<file path="config.mk">
export PLATFORM = sky130hd
export DESIGN_NAME = convo_window_3x3_flat
export DESIGN_NICKNAME = d
export VERILOG_FILES = /design/src/rtl/convo_window_3x3_if.sv /design/src/rtl/convo_window_3x3.sv /design/src/flat_wrapper.sv
export SDC_FILE = /design/constraint.sdc
export NUM_CORES = 1
export LEC_CHECK = 0
export CAP_MARGIN = 20
export CORE_MARGIN = 8
export CORE_UTILIZATION = 59
export CTS_CLUSTER_DIAMETER = 120
export DETAILED_ROUTE_END_ITERATION = 6
export PLACE_DENSITY = 0.82
export SYNTH_ARGS = -nofsm -noshare
export SYNTH_HDL_FRONTEND = slang
export SYNTH_SLANG_ARGS = --single-unit
</file>
<file path="constraint.sdc">
create_clock -name clk -period 12.41 [get_ports clk]
set_input_delay 1.8615 -clock clk [delete_from_list [all_inputs] [get_ports clk]]
set_output_delay 1.8615 -clock clk [all_outputs]
set_load 0.03 [all_outputs]
</file>
<file path="src/rtl/convo_window_3x3_if.sv">
// Stream interface for the 3x3 window generator.
//   Data_In / Valid_In       : raster-order pixel stream into the window block
//   Window0..Window8         : 3x3 window, row-major, Window0 top-left
//   Valid_Out                : Window0..8 hold one complete window
//   Frame_Done               : one-cycle pulse with the window of the last frame pixel
// Modports: master drives the pixel stream and consumes windows; slave is the window block.
interface convo_window_3x3_if #(
    parameter int unsigned DATA_WIDTH = 32
);
    logic [DATA_WIDTH-1:0] Data_In;
    logic                  Valid_In;
    logic [DATA_WIDTH-1:0] Window0;
    logic [DATA_WIDTH-1:0] Window1;
    logic [DATA_WIDTH-1:0] Window2;
    logic [DATA_WIDTH-1:0] Window3;
    logic [DATA_WIDTH-1:0] Window4;
    logic [DATA_WIDTH-1:0] Window5;
    logic [DATA_WIDTH-1:0] Window6;
    logic [DATA_WIDTH-1:0] Window7;
    logic [DATA_WIDTH-1:0] Window8;
    logic                  Valid_Out;
    logic                  Frame_Done;

    modport master (
        output Data_In, Valid_In,
        input  Window0, Window1, Window2, Window3, Window4, Window5, Window6, Window7, Window8,
        input  Valid_Out, Frame_Done
    );

    modport slave (
        input  Data_In, Valid_In,
        output Window0, Window1, Window2, Window3, Window4, Window5, Window6, Window7, Window8,
        output Valid_Out, Frame_Done
    );
endinterface

</file>
<file path="src/rtl/convo_window_3x3.sv">
// 3x3 sliding-window generator for a raster-order pixel stream.
// Two IMG_WIDTH-deep shift-register line buffers supply rows r-1 and r-2; a 3x3 register
// window shifts left on every accepted pixel. Pixel data is passed through bit-exact.
// Ports:
//   clk : clock, rising edge
//   rst : asynchronous active-high reset (counters, window, Valid_Out, Frame_Done)
//   bus : convo_window_3x3_if slave (Data_In/Valid_In in, Window0..8/Valid_Out/Frame_Done out)
module convo_window_3x3 #(
    parameter int unsigned DATA_WIDTH = 32,
    parameter int unsigned IMG_WIDTH  = 28,
    parameter int unsigned IMG_HEIGHT = 28
) (
    input  logic               clk,
    input  logic               rst,
    convo_window_3x3_if.slave  bus
);
    localparam int unsigned COL_W = $clog2(IMG_WIDTH);
    localparam int unsigned ROW_W = $clog2(IMG_HEIGHT);
    localparam logic [COL_W-1:0] COL_LAST = COL_W'(IMG_WIDTH - 1);
    localparam logic [ROW_W-1:0] ROW_LAST = ROW_W'(IMG_HEIGHT - 1);

    logic [COL_W-1:0]      r_col;
    logic [ROW_W-1:0]      r_row;
    logic [DATA_WIDTH-1:0] r_lb1 [IMG_WIDTH];
    logic [DATA_WIDTH-1:0] r_lb2 [IMG_WIDTH];
    logic [DATA_WIDTH-1:0] r_win [9];
    logic                  r_valid;
    logic                  r_done;

    logic                  w_accept;
    logic                  w_col_last;
    logic                  w_row_last;
    logic                  w_win_ok;
    logic [DATA_WIDTH-1:0] w_lb1_out;
    logic [DATA_WIDTH-1:0] w_lb2_out;

    assign w_accept   = bus.Valid_In;
    assign w_col_last = (r_col == COL_LAST);
    assign w_row_last = (r_row == ROW_LAST);
    // Only full windows inside the current row region; cols 0/1 would straddle rows.
    assign w_win_ok   = (r_row >= ROW_W'(2)) && (r_col >= COL_W'(2));
    // Tail of each line buffer is the same column, one and two rows up.
    assign w_lb1_out  = r_lb1[IMG_WIDTH-1];
    assign w_lb2_out  = r_lb2[IMG_WIDTH-1];

    // Raster position of the pixel about to be accepted.
    always_ff @(posedge clk or posedge rst) begin
        if (rst) begin
            r_col <= '0;
            r_row <= '0;
        end else if (w_accept) begin
            if (w_col_last) begin
                r_col <= '0;
                r_row <= w_row_last ? '0 : r_row + ROW_W'(1);
            end else begin
                r_col <= r_col + COL_W'(1);
            end
        end
    end

    // Line buffers carry no reset: rows 0 and 1 refill them before any window is flagged.
    always_ff @(posedge clk) begin
        if (w_accept) begin
            r_lb1[0] <= bus.Data_In;
            r_lb2[0] <= w_lb1_out;
            for (int unsigned i = 1; i < IMG_WIDTH; i++) begin
                r_lb1[i] <= r_lb1[i-1];
                r_lb2[i] <= r_lb2[i-1];
            end
        end
    end

    always_ff @(posedge clk or posedge rst) begin
        if (rst) begin
            for (int unsigned k = 0; k < 9; k++) begin
                r_win[k] <= '0;
            end
            r_valid <= 1'b0;
            r_done  <= 1'b0;
        end else begin
            r_valid <= w_accept && w_win_ok;
            r_done  <= w_accept && w_col_last && w_row_last;
            if (w_accept) begin
                r_win[0] <= r_win[1];
                r_win[1] <= r_win[2];
                r_win[2] <= w_lb2_out;
                r_win[3] <= r_win[4];
                r_win[4] <= r_win[5];
                r_win[5] <= w_lb1_out;
                r_win[6] <= r_win[7];
                r_win[7] <= r_win[8];
                r_win[8] <= bus.Data_In;
            end
        end
    end

    assign bus.Window0    = r_win[0];
    assign bus.Window1    = r_win[1];
    assign bus.Window2    = r_win[2];
    assign bus.Window3    = r_win[3];
    assign bus.Window4    = r_win[4];
    assign bus.Window5    = r_win[5];
    assign bus.Window6    = r_win[6];
    assign bus.Window7    = r_win[7];
    assign bus.Window8    = r_win[8];
    assign bus.Valid_Out  = r_valid;
    assign bus.Frame_Done = r_done;
endmodule
</file>
<file path="src/flat_wrapper.sv">
// flat-port wrapper written by rule: the top's interface ports become plain ports
module convo_window_3x3_flat 
#(
    parameter int unsigned DATA_WIDTH = 32,
    parameter int unsigned IMG_WIDTH  = 28,
    parameter int unsigned IMG_HEIGHT = 28
)
  (clk, rst, bus_Data_In, bus_Valid_In, bus_Window0, bus_Window1, bus_Window2, bus_Window3, bus_Window4, bus_Window5, bus_Window6, bus_Window7, bus_Window8, bus_Valid_Out, bus_Frame_Done);
  convo_window_3x3_if #(.DATA_WIDTH(DATA_WIDTH)) bus_i ();
  input  logic clk;
  input  logic rst;
  input wire logic [$bits(bus_i.Data_In)-1:0] bus_Data_In;
  input wire logic [$bits(bus_i.Valid_In)-1:0] bus_Valid_In;
  output wire logic [$bits(bus_i.Window0)-1:0] bus_Window0;
  output wire logic [$bits(bus_i.Window1)-1:0] bus_Window1;
  output wire logic [$bits(bus_i.Window2)-1:0] bus_Window2;
  output wire logic [$bits(bus_i.Window3)-1:0] bus_Window3;
  output wire logic [$bits(bus_i.Window4)-1:0] bus_Window4;
  output wire logic [$bits(bus_i.Window5)-1:0] bus_Window5;
  output wire logic [$bits(bus_i.Window6)-1:0] bus_Window6;
  output wire logic [$bits(bus_i.Window7)-1:0] bus_Window7;
  output wire logic [$bits(bus_i.Window8)-1:0] bus_Window8;
  output wire logic [$bits(bus_i.Valid_Out)-1:0] bus_Valid_Out;
  output wire logic [$bits(bus_i.Frame_Done)-1:0] bus_Frame_Done;
  assign bus_i.Data_In = bus_Data_In;
  assign bus_i.Valid_In = bus_Valid_In;
  assign bus_Window0 = bus_i.Window0;
  assign bus_Window1 = bus_i.Window1;
  assign bus_Window2 = bus_i.Window2;
  assign bus_Window3 = bus_i.Window3;
  assign bus_Window4 = bus_i.Window4;
  assign bus_Window5 = bus_i.Window5;
  assign bus_Window6 = bus_i.Window6;
  assign bus_Window7 = bus_i.Window7;
  assign bus_Window8 = bus_i.Window8;
  assign bus_Valid_Out = bus_i.Valid_Out;
  assign bus_Frame_Done = bus_i.Frame_Done;
  convo_window_3x3 #(.DATA_WIDTH(DATA_WIDTH), .IMG_WIDTH(IMG_WIDTH), .IMG_HEIGHT(IMG_HEIGHT)) u_core (.clk(clk), .rst(rst), .bus(bus_i));
endmodule
</file>
== Word level (Yosys, flattened, before mapping) ==
Memory sizes are Yosys's and may differ from the RTL's. A register that Yosys moved wholly into a read port is not among the register bits.
Index checks and enable logic that the tools add are counted.

* RAM bits: 1792
* Memories: 2
* Flip-flop bits (word level): 268
* Output and inout bits: 290

* Equality and inequality tests: 2
* Order comparisons: 2
* Muxes and demuxes: 4
* Reductions and logical operators: 5
* $add $sub $neg: 2

{| class="wikitable"
|+ Memory list
! memory !! words !! width !! rd ports !! clocked after memory_dff !! wr ports !! RTL line !! text
|-
| u_core.r_lb1 || 28 || 32 || 28 || 0 || 28 || convo_window_3x3.sv:24 || <nowiki>logic [DATA_WIDTH-1:0] r_lb1 [IMG_WIDTH];</nowiki>
|-
| u_core.r_lb2 || 28 || 32 || 28 || 1 || 28 || convo_window_3x3.sv:25 || <nowiki>logic [DATA_WIDTH-1:0] r_lb2 [IMG_WIDTH];</nowiki>
|}

{| class="wikitable"
|+ Operators by type and width
! operator !! count
|-
| adder 5 x 1 -> 5 bit, second input constant || 2
|-
| equality test 5 bit, second input constant || 2
|-
| >= comparator 5 x 2 -> 1 bit, second input constant || 2
|-
| two-way mux 5 bit || 2
|-
| logical AND 1 bit || 4
|-
| two-way mux 1 bit || 2
|-
| AND reduction 2 bit || 1
|}

== Depth between registers and ports, before layout ==
* Word-level depth: 3
* Gate-level depth with buffers: 6

== Worst setup path after synthesis ==
Ideal clock, no wire load.

* Path type: input port to flip-flop
* From: input bus_Valid_In
* To: register u_core.r_win, in the netlist u_core.bus.Window8[0]
* Data required time: 12285 ps
* Setup slack: 9610 ps
* Stages: 4
* Data arrival time: 2675 ps
* Buffers on the path: 3
* Cell sequence: buf_2 -> buf_2 -> buf_2 -> mux2_2

{| class="wikitable"
|+ RTL lines
! item !! RTL line !! text
|-
| from (decl) || flat_wrapper.sv:13 || <nowiki>input wire logic [$bits(bus_i.Valid_In)-1:0] bus_Valid_In;</nowiki>
|-
| to (decl) || convo_window_3x3.sv:26 || <nowiki>logic [DATA_WIDTH-1:0] r_win [9];</nowiki>
|}

No word-level cell between the ends.

== Worst setup path after layout ==
* From: input bus_Valid_In
* To: register u_core.r_win, in the netlist u_core.bus.Window3[2]

No word-level cell between the ends.

==> metrics.txt <==
status=finished clean; f_max=234.3 MHz; FF+latch area=61320 µm²; DR iter-0 viols=1816; Yosys top cell area share=0.8269; Final setup viols=0; Clock Skew=0.03271 ns; Crit. End Element=flip-flop; Post-DRT Antenna Nets=0; RSZ-0062 raised after global routing=no; Die Span Y=around 350 µm; slew at the pin closest to its max-slew limit=1.060 ns; Hold Slack=0.3938 ns; total number of vias=23370; Top-Level Pins=325; floorplan row count=122; PostCTS Resize Cnt=0; Reg clk slew, reported paths=0.07 ns; synth warn=0; Synth area leaders=edfxtp_1 (83%), dfrtp_1 (12%), mux2_2 (5.1%); area used by multi-input combinational logic=3550 µm²; LEAKAGE=26.84 nW; sequential area share after synthesis=0.9422; fin crit share=0.3439; Final Non-Filler Cells=~4600; DR vias/cell=slightly above 5; routability cong.=0.7396; Setup WS post-layout=8.142 ns; First-pass DRT Iterations=5; Yosys reg bits=2092; most frequent cells after synthesis=edfxtp_1 (1792), dfrtp_1 (300), mux2_2 (293); most frequent cell after synthesis=edfxtp_1; Post-synth ARST share=0.1434; Power Dens Cells=196.8 nW/µm²; root buffer cell=clkbuf_16; number of enable flip-flop cells after synthesis=1792; fin crit period=4.268 ns; area of the core=110100 µm²; CP arrival=4.90 ns; CTS tree=yes; global router's overall resource usage=0.1388; Post-CTS Hold Fix Bufs=0; worst path required time=roughly 13 ns; Die X=348.1 µm; MaxCap Viol Count=0; die area=between 100000 and 150000 µm²; most common flop cell mapped by yosys=edfxtp_1; ratio of cells with drive above 1 in the final layout=0.1907; final net count=3001; PnR Total Power=15.07 mW; area of the mapped netlist=65080 µm²; Final Max Tran Viols=0; initial antenna violation count=0; hold crit path type=reg2reg; clock sink count=2092; Worst slew margin=0.2935; first-pass GRT wire length=135500 µm; I/O Buffers=324; Worst Setup Start Kind=input port; CTS buffer count=187; Placed Cells incl. Taps=approximately 4300; Max H-tree Level=4; setup TNS=0 ns; DPL Wire Length=~42000 µm; Routed WL per cell=18.45 µm; Max Root-Sink Buffers=3; largest net degree at the start of global routing=between 200 and 250; syn avg cell area=26.48 µm²; Synth-to-Final Area Change=17.67%; Clock Latency Late Sink=0.77 ns; Post-CTS Repair Setup Buffers=0; cell taking the most area after synthesis=edfxtp_1; CP max FO=209; Starting Density=0.5913; Fin. Hold Viols=0; ant diodes=0; Routed WL=85130 µm; grt ovf=0; VDD IR max=0.1347 mV; pre-CTS setup slack=7.267 ns; post-synthesis cell type count=28; vias in the first global route=24656; filler instances=6194; drt drc=0; Crit Path Class=in2reg; Post-Syn Nets=2497; Post-Synthesis Cells=2458
==> final timing paths <==
path	cells past startpoint	slack, ns	start	end
worst max-delay path	4	8.14	bus_Valid_In	u_core.bus.Window3[2]
worst min-delay path	0	0.39	u_core.r_lb2[13][15]	u_core.r_lb2[14][15]
worst max register to register	4	10.78	u_core.r_col[0]	u_core.r_row[0]
worst min register to register	0	0.39	u_core.r_lb2[13][15]	u_core.r_lb2[14][15]
max in group asynchronous	3	9.50	rst	u_core.bus.Window0[20]
min in group asynchronous	2	1.58	rst	u_core.bus.Window8[9]
==> routing by layer <==
metal	routed length, µm	global-route usage	up-vias
met3	5811	0.04415	160
met4	1970	0.04770	0
li1	-	-	10743
met1	38070	0.1901	11888
met5	0	0	-
met2	39270	0.2144	579
==> sequential cells by signal, indices dropped and copies added, names as in the netlist, 32 cells and up <==
signal	cells
u_core.bus.Window0	32
u_core.bus.Window3	32
u_core.r_lb1	896
u_core.r_lb2	896
u_core.bus.Window5	32
u_core.bus.Window1	32
u_core.bus.Window8	32
u_core.bus.Window4	32
u_core.bus.Window7	32
u_core.bus.Window6	32
u_core.bus.Window2	32
==> placed cells by master, fill, tap and decap left out, types with 2 or more instances in the layout <==
cell	count
inv_6	6
clkdlybuf4s50_1	323
nor2b_1	2
bufinv_16	16
clkinvlp_4	6
dfrtp_1	300
a21oi_1	3
clkinv_4	3
clkbuf_16	191
nand3_1	2
nand4_1	2
clkinv_2	25
clkinv_8	3
mux2_2	293
buf_4	15
buf_16	6
clkbuf_1	50
ha_1	4
clkbuf_8	20
o21ai_0	2
and3_1	2
clkinv_16	2
nor2_1	5
inv_1	3
buf_12	5
clkinv_1	29
edfxtp_1	1792
==> cells by family after synthesis <==
family | count (synthesis) | synth area share
xor+xnor | 1 | 0.0001346
flops | 2092 | 0.9422
fa+ha+maj | 4 | 0.0007691
buf+inv | 38 | 0.003211
simple gates | 21 | 0.001903
mux | 295 | 0.05108
compound gates | 7 | 0.0006537
==> stage by stage <==
| step | area [µm²] | util |
|---|---|---|
| detailed placement | 70230 | 0.6381 |
| finish | 76570 | 0.6958 |
| floorplan | 65080 | - |
| CTS | 76440 | 0.6945 |
| global route | 76570 | 0.6958 |
| global placement | 70230 | 0.6381 |
==> power by group <==
part           total (mW)  leakage [nW]  switching, mW  internal [mW]
Sequential           8.40          21.1          0.219           8.18
Combinational       0.961          2.75          0.571          0.390
Clock                5.71          3.02           2.41           3.30
Total                15.1          26.8           3.20           11.9
==> critical path: stages <==
cell	delay [ns]
buf_16	0.52
buf_12	0.76
buf_4	0.92
mux2_2	0.43
==> area by class of cell <==
type / count / area share
clock buffer: 261 / 0.06846
inverter: 4 / 0.0002941
sequential: 2092 / 0.8008
clock inverter: 91 / 0.01263
multi-input combinational: 328 / 0.04636
tap: 1488 / 0.02431
timing repair buffer: 349 / 0.04716
Power figures use the tool's default switching activity.
